===== config.mk =====
export PLATFORM = sky130hd
export DESIGN_NAME = clk_period_meter_flat
export DESIGN_NICKNAME = d
export VERILOG_FILES = /design/src/rtl/clk_period_meter_pkg.sv /design/src/rtl/clk_period_meter_if.sv /design/src/rtl/clk_period_meter_sync_edge_det.sv /design/src/rtl/clk_period_meter.sv /design/src/flat_wrapper.sv
export SDC_FILE = /design/constraint.sdc
export NUM_CORES = 1
export LEC_CHECK = 0
export ABC_AREA = 1
export CAP_MARGIN = 25
export CORE_MARGIN = 5
export CORE_UTILIZATION = 55
export CTS_CLUSTER_DIAMETER = 150
export DETAILED_ROUTE_END_ITERATION = 8
export MAX_ROUTING_LAYER = met4
export PLACE_DENSITY_LB_ADDON = 0.15
export SKIP_CTS_REPAIR_TIMING = 1
export SYNTH_ARGS = -nofsm -noshare
export SYNTH_HDL_FRONTEND = slang
export SYNTH_HIERARCHICAL = 1
export SYNTH_SLANG_ARGS = --single-unit

===== constraint.sdc =====
create_clock -name clk50 -period 1.9 [get_ports clk50]
set_clock_uncertainty 0.1 [all_clocks]
set_input_delay 0.475 -clock clk50 [delete_from_list [all_inputs] [get_ports clk50]]
set_output_delay 0.475 -clock clk50 [all_outputs]
set_load 0.005 [all_outputs]

===== src/rtl/clk_period_meter_pkg.sv =====
// Shared types and defaults for the clk_period_meter slice.
// Optional macro PERIOD_AVG_EN (used in clk_period_meter.sv) averages every four periods.
`timescale 1ns/1ps
package clk_period_meter_pkg;

    localparam int CPM_CNT_W   = 16;
    localparam int CPM_TIMEOUT = 65535;

    typedef enum logic [1:0] {
        ST_IDLE    = 2'd0,
        ST_ARM     = 2'd1,
        ST_MEASURE = 2'd2
    } cpm_state_t;

endpackage


===== src/rtl/clk_period_meter_if.sv =====
// Measurement result handshake plus status flags between the meter and its consumer.
`timescale 1ns/1ps
interface clk_period_meter_if #(
    parameter int CNT_W = clk_period_meter_pkg::CPM_CNT_W
) ();

    logic [CNT_W-1:0] period;
    logic             period_valid;
    logic             period_ready;
    logic             timeout;
    logic             lock;
    logic             overrun;

    modport master (
        output period,
        output period_valid,
        output timeout,
        output lock,
        output overrun,
        input  period_ready
    );

    modport slave (
        input  period,
        input  period_valid,
        input  timeout,
        input  lock,
        input  overrun,
        output period_ready
    );

endinterface


===== src/rtl/clk_period_meter_sync_edge_det.sv =====
// Multi-flop synchronizer for an asynchronous input followed by a registered rising-edge pulse.
// Latency from an input rise to the pulse is SYNC_STAGES+1 clocks.
`timescale 1ns/1ps
module clk_period_meter_sync_edge_det #(
    parameter int SYNC_STAGES = 2
) (
    input  logic clk50,
    input  logic rst_n,
    input  logic async_sig,
    output logic rise_pulse
);

    logic [SYNC_STAGES-1:0] sync_r;
    logic                   last_r;

    // Synchronizer chain, delayed last stage and edge pulse register.
    always_ff @(posedge clk50 or negedge rst_n) begin
        if (!rst_n) begin
            sync_r     <= '0;
            last_r     <= 1'b0;
            rise_pulse <= 1'b0;
        end else begin
            sync_r     <= {sync_r[SYNC_STAGES-2:0], async_sig};
            last_r     <= sync_r[SYNC_STAGES-1];
            rise_pulse <= sync_r[SYNC_STAGES-1] & ~last_r;
        end
    end

endmodule


===== src/rtl/clk_period_meter.sv =====
// Measures the period of an asynchronous clock in clk50 cycles, with timeout, lock and overrun flags.
// Define PERIOD_AVG_EN to report the truncated mean of every four consecutive periods.
`timescale 1ns/1ps
module clk_period_meter
    import clk_period_meter_pkg::*;
#(
    parameter int CNT_W       = CPM_CNT_W,
    parameter int SYNC_STAGES = 2,
    parameter int TIMEOUT     = CPM_TIMEOUT
) (
    input  logic               clk50,
    input  logic               rst_n,
    input  logic               clk_in,
    input  logic               enable,
    clk_period_meter_if.master pm
);

    localparam logic [CNT_W-1:0] TO_LAST = CNT_W'(TIMEOUT - 1);
    localparam logic [CNT_W-1:0] TO_MAX  = CNT_W'(TIMEOUT);

    cpm_state_t       state_r;
    cpm_state_t       state_s;
    logic [CNT_W-1:0] cnt_r;
    logic             edge_s;

    logic             cnt_zero_s;
    logic             cnt_load_s;
    logic             cnt_inc_s;
    logic             take_s;
    logic             to_set_s;
    logic             to_clr_s;
    logic             hist_clr_s;

    logic             rep_s;
    logic [CNT_W-1:0] rep_val_s;

    logic [CNT_W-1:0] period_r;
    logic             valid_r;
    logic             timeout_r;
    logic             lock_r;
    logic             overrun_r;
    logic             have_prev_r;

    clk_period_meter_sync_edge_det #(
        .SYNC_STAGES (SYNC_STAGES)
    ) u_sync_edge_det (
        .clk50      (clk50),
        .rst_n      (rst_n),
        .async_sig  (clk_in),
        .rise_pulse (edge_s)
    );

    // FSM state register.
    always_ff @(posedge clk50 or negedge rst_n) begin
        if (!rst_n) begin
            state_r <= ST_IDLE;
        end else begin
            state_r <= state_s;
        end
    end

    // Next-state decode; dropping enable always returns to IDLE.
    always_comb begin
        state_s = state_r;
        if (!enable) begin
            state_s = ST_IDLE;
        end else begin
            case (state_r)
                ST_IDLE: state_s = ST_ARM;
                ST_ARM: begin
                    if (edge_s) begin
                        state_s = ST_MEASURE;
                    end else begin
                        state_s = ST_ARM;
                    end
                end
                ST_MEASURE: begin
                    if (edge_s) begin
                        state_s = ST_MEASURE;
                    end else if (cnt_r == TO_LAST) begin
                        state_s = ST_ARM;
                    end else begin
                        state_s = ST_MEASURE;
                    end
                end
                default: state_s = ST_IDLE;
            endcase
        end
    end

    // Per-state control strobes for the counter, timeout and measurement path.
    always_comb begin
        cnt_zero_s = 1'b0;
        cnt_load_s = 1'b0;
        cnt_inc_s  = 1'b0;
        take_s     = 1'b0;
        to_set_s   = 1'b0;
        to_clr_s   = 1'b0;
        hist_clr_s = 1'b0;
        if (!enable) begin
            cnt_zero_s = 1'b1;
        end else begin
            case (state_r)
                ST_IDLE: cnt_zero_s = 1'b1;
                ST_ARM: begin
                    if (edge_s) begin
                        cnt_load_s = 1'b1;
                        to_clr_s   = 1'b1;
                    end else if (cnt_r != TO_MAX) begin
                        cnt_inc_s  = 1'b1;
                        to_set_s   = (cnt_r == TO_LAST);
                        hist_clr_s = (cnt_r == TO_LAST);
                    end else begin
                        cnt_inc_s  = 1'b0;
                    end
                end
                ST_MEASURE: begin
                    if (edge_s) begin
                        take_s     = 1'b1;
                        cnt_load_s = 1'b1;
                    end else if (cnt_r == TO_LAST) begin
                        cnt_inc_s  = 1'b1;
                        to_set_s   = 1'b1;
                        hist_clr_s = 1'b1;
                    end else begin
                        cnt_inc_s  = 1'b1;
                    end
                end
                default: cnt_zero_s = 1'b1;
            endcase
        end
    end

    // Period counter; saturates at TIMEOUT because the FSM stops incrementing there.
    always_ff @(posedge clk50 or negedge rst_n) begin
        if (!rst_n) begin
            cnt_r <= '0;
        end else if (cnt_zero_s) begin
            cnt_r <= '0;
        end else if (cnt_load_s) begin
            cnt_r <= {{(CNT_W-1){1'b0}}, 1'b1};
        end else if (cnt_inc_s) begin
            cnt_r <= cnt_r + {{(CNT_W-1){1'b0}}, 1'b1};
        end else begin
            cnt_r <= cnt_r;
        end
    end

`ifdef PERIOD_AVG_EN
    logic [CNT_W+1:0] acc_r;
    logic [CNT_W+1:0] sum_s;
    logic [1:0]       avg_n_r;

    // Only every fourth measurement produces a report of the truncated mean.
    always_comb begin
        sum_s     = acc_r + {2'b00, cnt_r};
        rep_s     = take_s && (avg_n_r == 2'd3);
        rep_val_s = sum_s[CNT_W+1:2];
    end

    // Accumulator and measurement count; cleared by timeout or disable.
    always_ff @(posedge clk50 or negedge rst_n) begin
        if (!rst_n) begin
            acc_r   <= '0;
            avg_n_r <= 2'd0;
        end else if (!enable || hist_clr_s) begin
            acc_r   <= '0;
            avg_n_r <= 2'd0;
        end else if (take_s) begin
            if (avg_n_r == 2'd3) begin
                acc_r   <= '0;
                avg_n_r <= 2'd0;
            end else begin
                acc_r   <= sum_s;
                avg_n_r <= avg_n_r + 2'd1;
            end
        end else begin
            acc_r   <= acc_r;
            avg_n_r <= avg_n_r;
        end
    end
`else
    // Every measurement is reported as-is.
    always_comb begin
        rep_s     = take_s;
        rep_val_s = cnt_r;
    end
`endif

    // Result, handshake and status flag registers; period keeps its value when disabled.
    always_ff @(posedge clk50 or negedge rst_n) begin
        if (!rst_n) begin
            period_r    <= '0;
            valid_r     <= 1'b0;
            timeout_r   <= 1'b0;
            lock_r      <= 1'b0;
            overrun_r   <= 1'b0;
            have_prev_r <= 1'b0;
        end else if (!enable) begin
            period_r    <= period_r;
            valid_r     <= 1'b0;
            timeout_r   <= 1'b0;
            lock_r      <= 1'b0;
            overrun_r   <= 1'b0;
            have_prev_r <= 1'b0;
        end else begin
            if (to_set_s) begin
                timeout_r <= 1'b1;
            end else if (to_clr_s) begin
                timeout_r <= 1'b0;
            end else begin
                timeout_r <= timeout_r;
            end

            if (hist_clr_s) begin
                lock_r      <= 1'b0;
                have_prev_r <= 1'b0;
            end else if (rep_s) begin
                lock_r      <= have_prev_r && (rep_val_s == period_r);
                have_prev_r <= 1'b1;
            end else begin
                lock_r      <= lock_r;
                have_prev_r <= have_prev_r;
            end

            // A new report landing on an accepted cycle simply replaces it without overrun.
            if (rep_s) begin
                period_r  <= rep_val_s;
                valid_r   <= 1'b1;
                overrun_r <= overrun_r | (valid_r & ~pm.period_ready);
            end else if (valid_r && pm.period_ready) begin
                period_r  <= period_r;
                valid_r   <= 1'b0;
                overrun_r <= overrun_r;
            end else begin
                period_r  <= period_r;
                valid_r   <= valid_r;
                overrun_r <= overrun_r;
            end
        end
    end

    assign pm.period       = period_r;
    assign pm.period_valid = valid_r;
    assign pm.timeout      = timeout_r;
    assign pm.lock         = lock_r;
    assign pm.overrun      = overrun_r;

endmodule


===== src/flat_wrapper.sv =====
// flat-port wrapper written by rule: the top's interface ports become plain ports
module clk_period_meter_flat import clk_period_meter_pkg::*;
#(
    parameter int CNT_W       = CPM_CNT_W,
    parameter int SYNC_STAGES = 2,
    parameter int TIMEOUT     = CPM_TIMEOUT
)
  (clk50, rst_n, clk_in, enable, pm_period, pm_period_valid, pm_timeout, pm_lock, pm_overrun, pm_period_ready);
  clk_period_meter_if #(.CNT_W(CNT_W)) pm_i ();
  input  logic clk50;
  input  logic rst_n;
  input  logic clk_in;
  input  logic enable;
  output wire logic [$bits(pm_i.period)-1:0] pm_period;
  output wire logic [$bits(pm_i.period_valid)-1:0] pm_period_valid;
  output wire logic [$bits(pm_i.timeout)-1:0] pm_timeout;
  output wire logic [$bits(pm_i.lock)-1:0] pm_lock;
  output wire logic [$bits(pm_i.overrun)-1:0] pm_overrun;
  input wire logic [$bits(pm_i.period_ready)-1:0] pm_period_ready;
  assign pm_period = pm_i.period;
  assign pm_period_valid = pm_i.period_valid;
  assign pm_timeout = pm_i.timeout;
  assign pm_lock = pm_i.lock;
  assign pm_overrun = pm_i.overrun;
  assign pm_i.period_ready = pm_period_ready;
  clk_period_meter #(.CNT_W(CNT_W), .SYNC_STAGES(SYNC_STAGES), .TIMEOUT(TIMEOUT)) u_core (.clk50(clk50), .rst_n(rst_n), .clk_in(clk_in), .enable(enable), .pm(pm_i));
endmodule

==> out/qor.log <==
INFO  pwr            cellPowerDensity=677nW/um2
INFO  routing        via_per_inst=5.25
INFO  layout         nNetsFinal=375
INFO  cts            htree_num_levels=2
INFO  cts            worstSkewPairLatency=0.30ns
INFO  run            maxCapViolCount=0
INFO  synth          synth_edf_count=0
INFO  synth          post_synth_xor_area_fraction=4.30%
INFO  critical_path  cpMaxStageDelayCell=sky130_fd_sc_hd__dfrtp_1
INFO  critical_path  crit_type=flip-flop to flip-flop
INFO  global_routing gr-total-overflow=0
INFO  pwr            leak_pwr=1.41nW
INFO  timing         timing.fmax=549MHz
INFO  pwr            p_comb_share=19.2%
INFO  synth          synth.avg_cell_area=7.91um2
INFO  cts            ctsLongestPathBuffers=2
INFO  routing        drt_drc_violations_left=0
INFO  routing        dr_wl_cell=14.4um
INFO  layout         drive_gt1_share=20.6%
INFO  timing         final_ws_setup=0.0780ns
INFO  timing         timing_max_transition_violations_final=0
INFO  floorplanning  fp-row-count=24
INFO  routing        firstDrtPassIters=4
INFO  critical_path  critical_path.n_buffers_inverters=4
INFO  status         outcome=completed
INFO  min_path       hold_path_class=input pin to async pin
INFO  global_routing wire_length_of_the_first_global_routing_pass=10,300um
INFO  synth          yosys-top-cells-count=sky130_fd_sc_hd__nand2_1 (79), sky130_fd_sc_hd__dfrtp_1 (43), sky130_fd_sc_hd__nor2_1 (36)
INFO  synth          post_synth_mux_area_share=0%
INFO  pwr            vdd.ir_drop.worst=0.519mV
INFO  synth          post-synth-top-area-fraction=44.0%
INFO  timing         final.period_utilization=95.9%
INFO  critical_path  timing.critical_path.slowest_cell_delay=0.40ns
INFO  pwr            cellInternalPower=1.56mW
INFO  place          post_place_setup_slack=-0.135ns
INFO  synth          synth_top_family_by_area=simple AND/OR/NAND/NOR gates
INFO  cts            number_of_buffers_inserted_during_clock_tree_synthesis=5
INFO  synth          synthesized_cell_area=2440um2
INFO  global_routing grt_start_max_net_pins=25
INFO  place          place_hpwl=4300um
INFO  synth          synth.yosys.seq_area_share=44.0%
INFO  synth          instance_count_of_the_mapped_netlist=309
INFO  pwr            seqPwrFrac=48.5%
INFO  floorplanning  die_width=76.7um
INFO  global_routing groute.usage.overall=22.0%
INFO  cts            clk_transition_reported_paths=0.07ns
INFO  critical_path  crit_path_max_fanout=5
INFO  synth          synth_top_cell_by_area=sky130_fd_sc_hd__dfrtp_1
INFO  pwr            p_sw_share=26.0%
INFO  routing        detailroute.via_count=2,182
INFO  cts            tritoncts_clock_tree=built
INFO  layout         layout.cells.non_filler=416
INFO  place          io_buffers=24
INFO  critical_path  worstPathCellList=inv_2 -> ha_4 -> nand2_2 -> nor2_4 -> inv_2 -> nor2_4 -> buf_12 -> nand2_4 -> buf_4 -> o21ai_2
INFO  floorplanning  dieArea=5880um2
INFO  timing         fin_tns_setup=0ns
INFO  floorplanning  core_region=4320um2
INFO  critical_path  timing.critical_path.from_type=flip-flop
INFO  synth          synth_compound_gate_area_share=10.3%
INFO  synth          synth_adder_area_share=3.07%
INFO  timing         period_minus_slack=1.82ns
INFO  synth          synth_most_common_cell=sky130_fd_sc_hd__nand2_1
INFO  synth          ys_warn_count=6
INFO  timing         finalSetupViolations=0
INFO  routing        drtAntennaViolNets=0
INFO  cts            clock_tree_sinks=43
INFO  critical_path  worstPathRequired=2.02ns
INFO  layout         syn_to_final_growth=27.6%
INFO  synth          synthArstFlopShare=100%
INFO  place          gpl.final_weighted_congestion=0.944
INFO  synth          synth-simple-area-share=30.9%
INFO  layout         fillCellCount=377
INFO  layout         insertedDiodeCount=0
INFO  routing        detail_route.wirelength=6000um
INFO  floorplanning  die_span_y=76.7um
INFO  critical_path  timing.critical_path.to_type=flip-flop
INFO  global_routing vias_in_the_first_global_route=2,169
INFO  critical_path  critPathArrivalTime=1.94ns
INFO  critical_path  critPathTopFamily=simple AND/OR/NAND/NOR gates
INFO  critical_path  reg2reg_slack=0.08ns
INFO  synth          synth_area_leaders=sky130_fd_sc_hd__dfrtp_1 (44%), sky130_fd_sc_hd__nand2_1 (12%), sky130_fd_sc_hd__nor2_1 (5.5%), sky130_fd_sc_hd__inv_1 (4.8%), sky130_fd_sc_hd__nand3_1 (3.9%)
INFO  routing        first_iter_violations=185
INFO  floorplanning  effective_utilization_at_floorplan=56.5%
INFO  synth          mappedNetlistNets=320
INFO  timing         final_hold_viol_count=0
INFO  timing         worst-slew-pin-transition=0.467ns
INFO  place          place_inst=404
INFO  synth          synth.lib_cells_used.distinct=33
INFO  layout         final_core_util=72.1%
INFO  timing         maxSlewHeadroom=68.8%
INFO  floorplanning  num_io_pins=25
INFO  global_routing initial_antenna_violation_count=0
INFO  synth          ys.flop_type=sky130_fd_sc_hd__dfrtp_1
INFO  pwr            netSwitchingPower=0.549mW
INFO  pwr            clockPowerShare=32.3%
INFO  cts            clk_root_buffer_cell=sky130_fd_sc_hd__clkbuf_8
INFO  synth          register_bit_count_reported_by_yosys=43
==> final cells by class <==
class,instances,area (um2),area share [%]
flip-flops and latches,43,1080,34.5
multi-input cells,226,1250,40.2
well taps,52,65.1,2.09
clock buffers,6,72.6,2.33
clock inverters,1,30.0,0.963
inverters,37,146,4.69
repair buffers,51,475,15.2
==> power groups by stage <==
stage,clock network (mW),logic (mW),registers (mW)
floorplan,0,0.165,1.04
global route,0.745,0.448,1.03
finish,0.683,0.405,1.02
CTS,0.697,0.360,1.02
detailed placement,0,0.357,1.04
global placement,0,0.350,1.04
==> kinds of logic after synthesis <==
logic type / count (synthesis)
and+or+nand+nor: 166
buffers and inverters: 43
adders and majority gates: 6
DFF: 43
xor gates and xnor gates: 12
AOI/OAI and AO/OA: 39
==> path summary, 6_finish.rpt <==
| check | start | end | cells after the start |
|---|---|---|---|
| setup / recovery | u_core/state_r[0] | u_core/cnt_r[1] | 10 |
| hold / removal | rst_n | u_core/pm.timeout | 1 |
| setup reg to reg | u_core/state_r[0] | u_core/cnt_r[1] | 10 |
| hold reg to reg | u_core/u_sync_edge_det/sync_r[0] | u_core/u_sync_edge_det/sync_r[1] | 0 |
| max in group asynchronous | rst_n | u_core/cnt_r[6] | 2 |
| min in group clk50 | u_core/u_sync_edge_det/sync_r[0] | u_core/u_sync_edge_det/sync_r[1] | 0 |
==> placed cells by master, fill, tap and decap left out, types with 7 or more instances in the layout <==
cell / n
sky130_fd_sc_hd__buf_4: 24
sky130_fd_sc_hd__clkdlybuf4s50_1: 23
sky130_fd_sc_hd__dfrtp_1: 43
sky130_fd_sc_hd__inv_1: 28
sky130_fd_sc_hd__inv_2: 7
sky130_fd_sc_hd__nand2_1: 78
sky130_fd_sc_hd__nand3_1: 19
sky130_fd_sc_hd__nand4_1: 9
sky130_fd_sc_hd__nor2_1: 36
sky130_fd_sc_hd__o21ai_0: 10
sky130_fd_sc_hd__o21ai_1: 12
sky130_fd_sc_hd__xnor2_1: 7
==> worst register-to-register path: stages, from the launching register on <==
cell	delay [ns]
sky130_fd_sc_hd__dfrtp_1	0.40
sky130_fd_sc_hd__inv_2	0.07
sky130_fd_sc_hd__ha_4	0.28
sky130_fd_sc_hd__nand2_2	0.07
sky130_fd_sc_hd__nor2_4	0.12
sky130_fd_sc_hd__inv_2	0.06
sky130_fd_sc_hd__nor2_4	0.20
sky130_fd_sc_hd__buf_12	0.15
sky130_fd_sc_hd__nand2_4	0.07
sky130_fd_sc_hd__buf_4	0.14
sky130_fd_sc_hd__o21ai_2	0.09
==> metrics by stage <==
step / power (mW) / cell area [um2] / hold WS (ns)
2_1_floorplan: 1.20 / 2440 / 0.0794
3_3_place_gp: 1.39 / 2910 / 0.234
3_5_place_dp: 1.40 / 2910 / 0.244
4_1_cts: 2.08 / 3020 / 0.0436
5_1_grt: 2.23 / 3120 / 0.0678
6_report: 2.11 / 3120 / 0.0330
==> routing by layer <==
| layer | vias up | share of wire (%) | wire length [um] | global-route usage (%) |
|---|---|---|---|---|
| met1 | 1018 | 46 | 2760 | 30.2 |
| met3 | 5 | 5.6 | 337 | 4.10 |
| met2 | 61 | 48 | 2860 | 34.0 |
| met4 | 0 | 0.83 | 50 | 4.90 |
| li1 | 1098 | - | - | - |
| met5 | - | 0 | 0 | - |
==> flip-flops by register name, indices dropped and copies added (netlist names) <==
register	cells
u_core/u_sync_edge_det/sync_r	2
u_core/u_sync_edge_det/last_r	1
u_core/pm.overrun	1
u_core/u_sync_edge_det/rise_pulse	1
u_core/pm.lock	1
u_core/cnt_r	16
u_core/pm.period	16
u_core/have_prev_r	1
u_core/pm.timeout	1
u_core/state_r	2
u_core/pm.period_valid	1
Power figures use the tool's default switching activity.
==> variant: new RTL, config.mk and constraints unchanged <==
Add a define of `PERIOD_AVG_EN`.
--- a/src/rtl/clk_period_meter.sv
+++ b/src/rtl/clk_period_meter.sv
@@ -3,2 +3,4 @@
 `timescale 1ns/1ps
+`define PERIOD_AVG_EN
+
 module clk_period_meter
Check against the original RTL: not equivalent (a bounded check fails within 10 cycles, from zero or initial values and one cycle with rst_n low).
==> variant against the unedited design <==
The flow now finishes with violations (negative setup slack). Sequential share of layout area shrank 11 points. Final area grew 110%. Sequential cell count grew 20. Combinational power grew 7.9%. Total power grew 50%. Area after synthesis grew 71%. Via count grew to 2.6 times the old value. Count of clock-buffer cells in the layout grew 5. Sequential power grew 37%. Wire length grew to 3.2 times the old value. Setup slack lost 760 ps.
==> variant: results (changes against the unedited design) <==
H-tree Lvls=3 (+1); first-pass GRT wire length=19.78 mm (+91%); drt total wl=19.43 mm (+220%); vias in the first global route=4339 (+100%); Initial DRC Count=813 (+340%); Yosys cell types=46 (+39%); largest net degree at the start of global routing=27 (+8.0%); failing checks=negative setup slack; Final nets=771 (+110%); share of layout cells above drive strength 1=40.21% (+20 points); VDD IR-drop max=0.4696 mV (-9.6%); clk_lat worst skew=350 ps (+50 ps); routed vias/inst=6.643 (+27%); PnR worst setup slack=-680.1 ps (-758.1 ps); Synth Net Count=612 (+91%); Setup violations, final=57 (+57); CP Max Fanout=4 (-1); Psw=830.9 µW (+51%); DR pass1 iterations=7 (+3); leakage=0.003207 µW (+130%); Compound-Gate Fraction of Synth Area=10.46% (+0.18 points); sequential share of the synthesized area=37.67% (-6.3 points); fillers=273 (-28%); crit path DAT=2760 ps (+820 ps); total track usage=26.14% (+4.1 points); setup TNS=-17050 ps (-17050 ps); Slew HR=62.62% (-6.2 points); status=finished, violations left
-- variant: changes by cell type after synthesis, sizes merged, moves of 6 or more --
| cell | unedited run | this run |
|---|---|---|
| a21oi | 6 | 28 |
| nor3 | 3 | 11 |
| nor2 | 43 | 49 |
| nand3 | 19 | 71 |
| dfrtp | 43 | 63 |
| ha | 6 | 23 |
| nand2 | 85 | 184 |
| inv | 36 | 72 |
-- variant: stage by stage --
step,area [µm²],hold WS [ps],std cells
3_5_place_dp,5241,246.3,791
2_1_floorplan,4198,79.41,583
5_1_grt,6614,17.05,845
4_1_cts,5453,-17.80,806
3_3_place_gp,5241,244.0,791
6_report,6614,0.9491,845
-- variant: final timing paths --
kind                                                  start                                to  slack (ps)
hold / removal                                        rst_n                  u_core/cnt_r[13]         0.9
max in group asynchronous                             rst_n                   u_core/cnt_r[1]        1120
hold reg to reg            u_core/u_sync_edge_det/sync_r[0]  u_core/u_sync_edge_det/sync_r[1]         270
min in group clk50         u_core/u_sync_edge_det/sync_r[0]  u_core/u_sync_edge_det/sync_r[1]         270
setup / recovery                            u_core/cnt_r[0]                    u_core/pm.lock        -680
setup reg to reg                            u_core/cnt_r[0]                    u_core/pm.lock        -680
-- variant: power by group through the flow --
stage / Clock, µW / Sequential, µW / Combinational [µW]
2_1_floorplan: 0 / 1420 / 118
3_3_place_gp: 0 / 1420 / 261
3_5_place_dp: 0 / 1420 / 269
4_1_cts: 1310 / 1390 / 271
5_1_grt: 1390 / 1400 / 460
6_report: 1330 / 1400 / 437
-- variant: cell families (layout without fill, tap and decap cells) --
kind of cell    count (synthesis)  count (layout)
compound gates                 75              75
fa+ha+maj                      24              24
simple gates                  330             331
buf+inv                        84             246
xor+xnor                        7               7
flops                          63              63
-- variant: worst reg2reg max path: cells and delay by family (launching register included) --
kind	cells	cell delay (ps)
simple gates	11	1230
xor+xnor	1	190
flops	1	400
fa+ha+maj	2	600
-- variant: layer usage --
metal  vias up  GRT usage (%)  part of all wire (%)
met1      2571          32.13                    34
met3       208          3.589                    13
li1       2228              -                     -
met5         -              -                     0
met2       606          43.37                    44
met4         0          10.97                   8.7
-- variant: area by class of cell --
| cell class | count | area [µm²] | share of cell area [%] |
|---|---|---|---|
| Clock inverter | 4 | 70.07 | 1.059 |
| Sequential cell | 63 | 1583 | 23.93 |
| Clock buffer | 11 | 141.4 | 2.138 |
| Multi-Input combinational cell | 437 | 3013 | 45.55 |
| Tap cell | 99 | 123.9 | 1.873 |
| Timing Repair inverter | 1 | 8.758 | 0.1324 |
| Timing Repair Buffer | 155 | 1384 | 20.92 |
| Inverter | 75 | 290.3 | 4.389 |
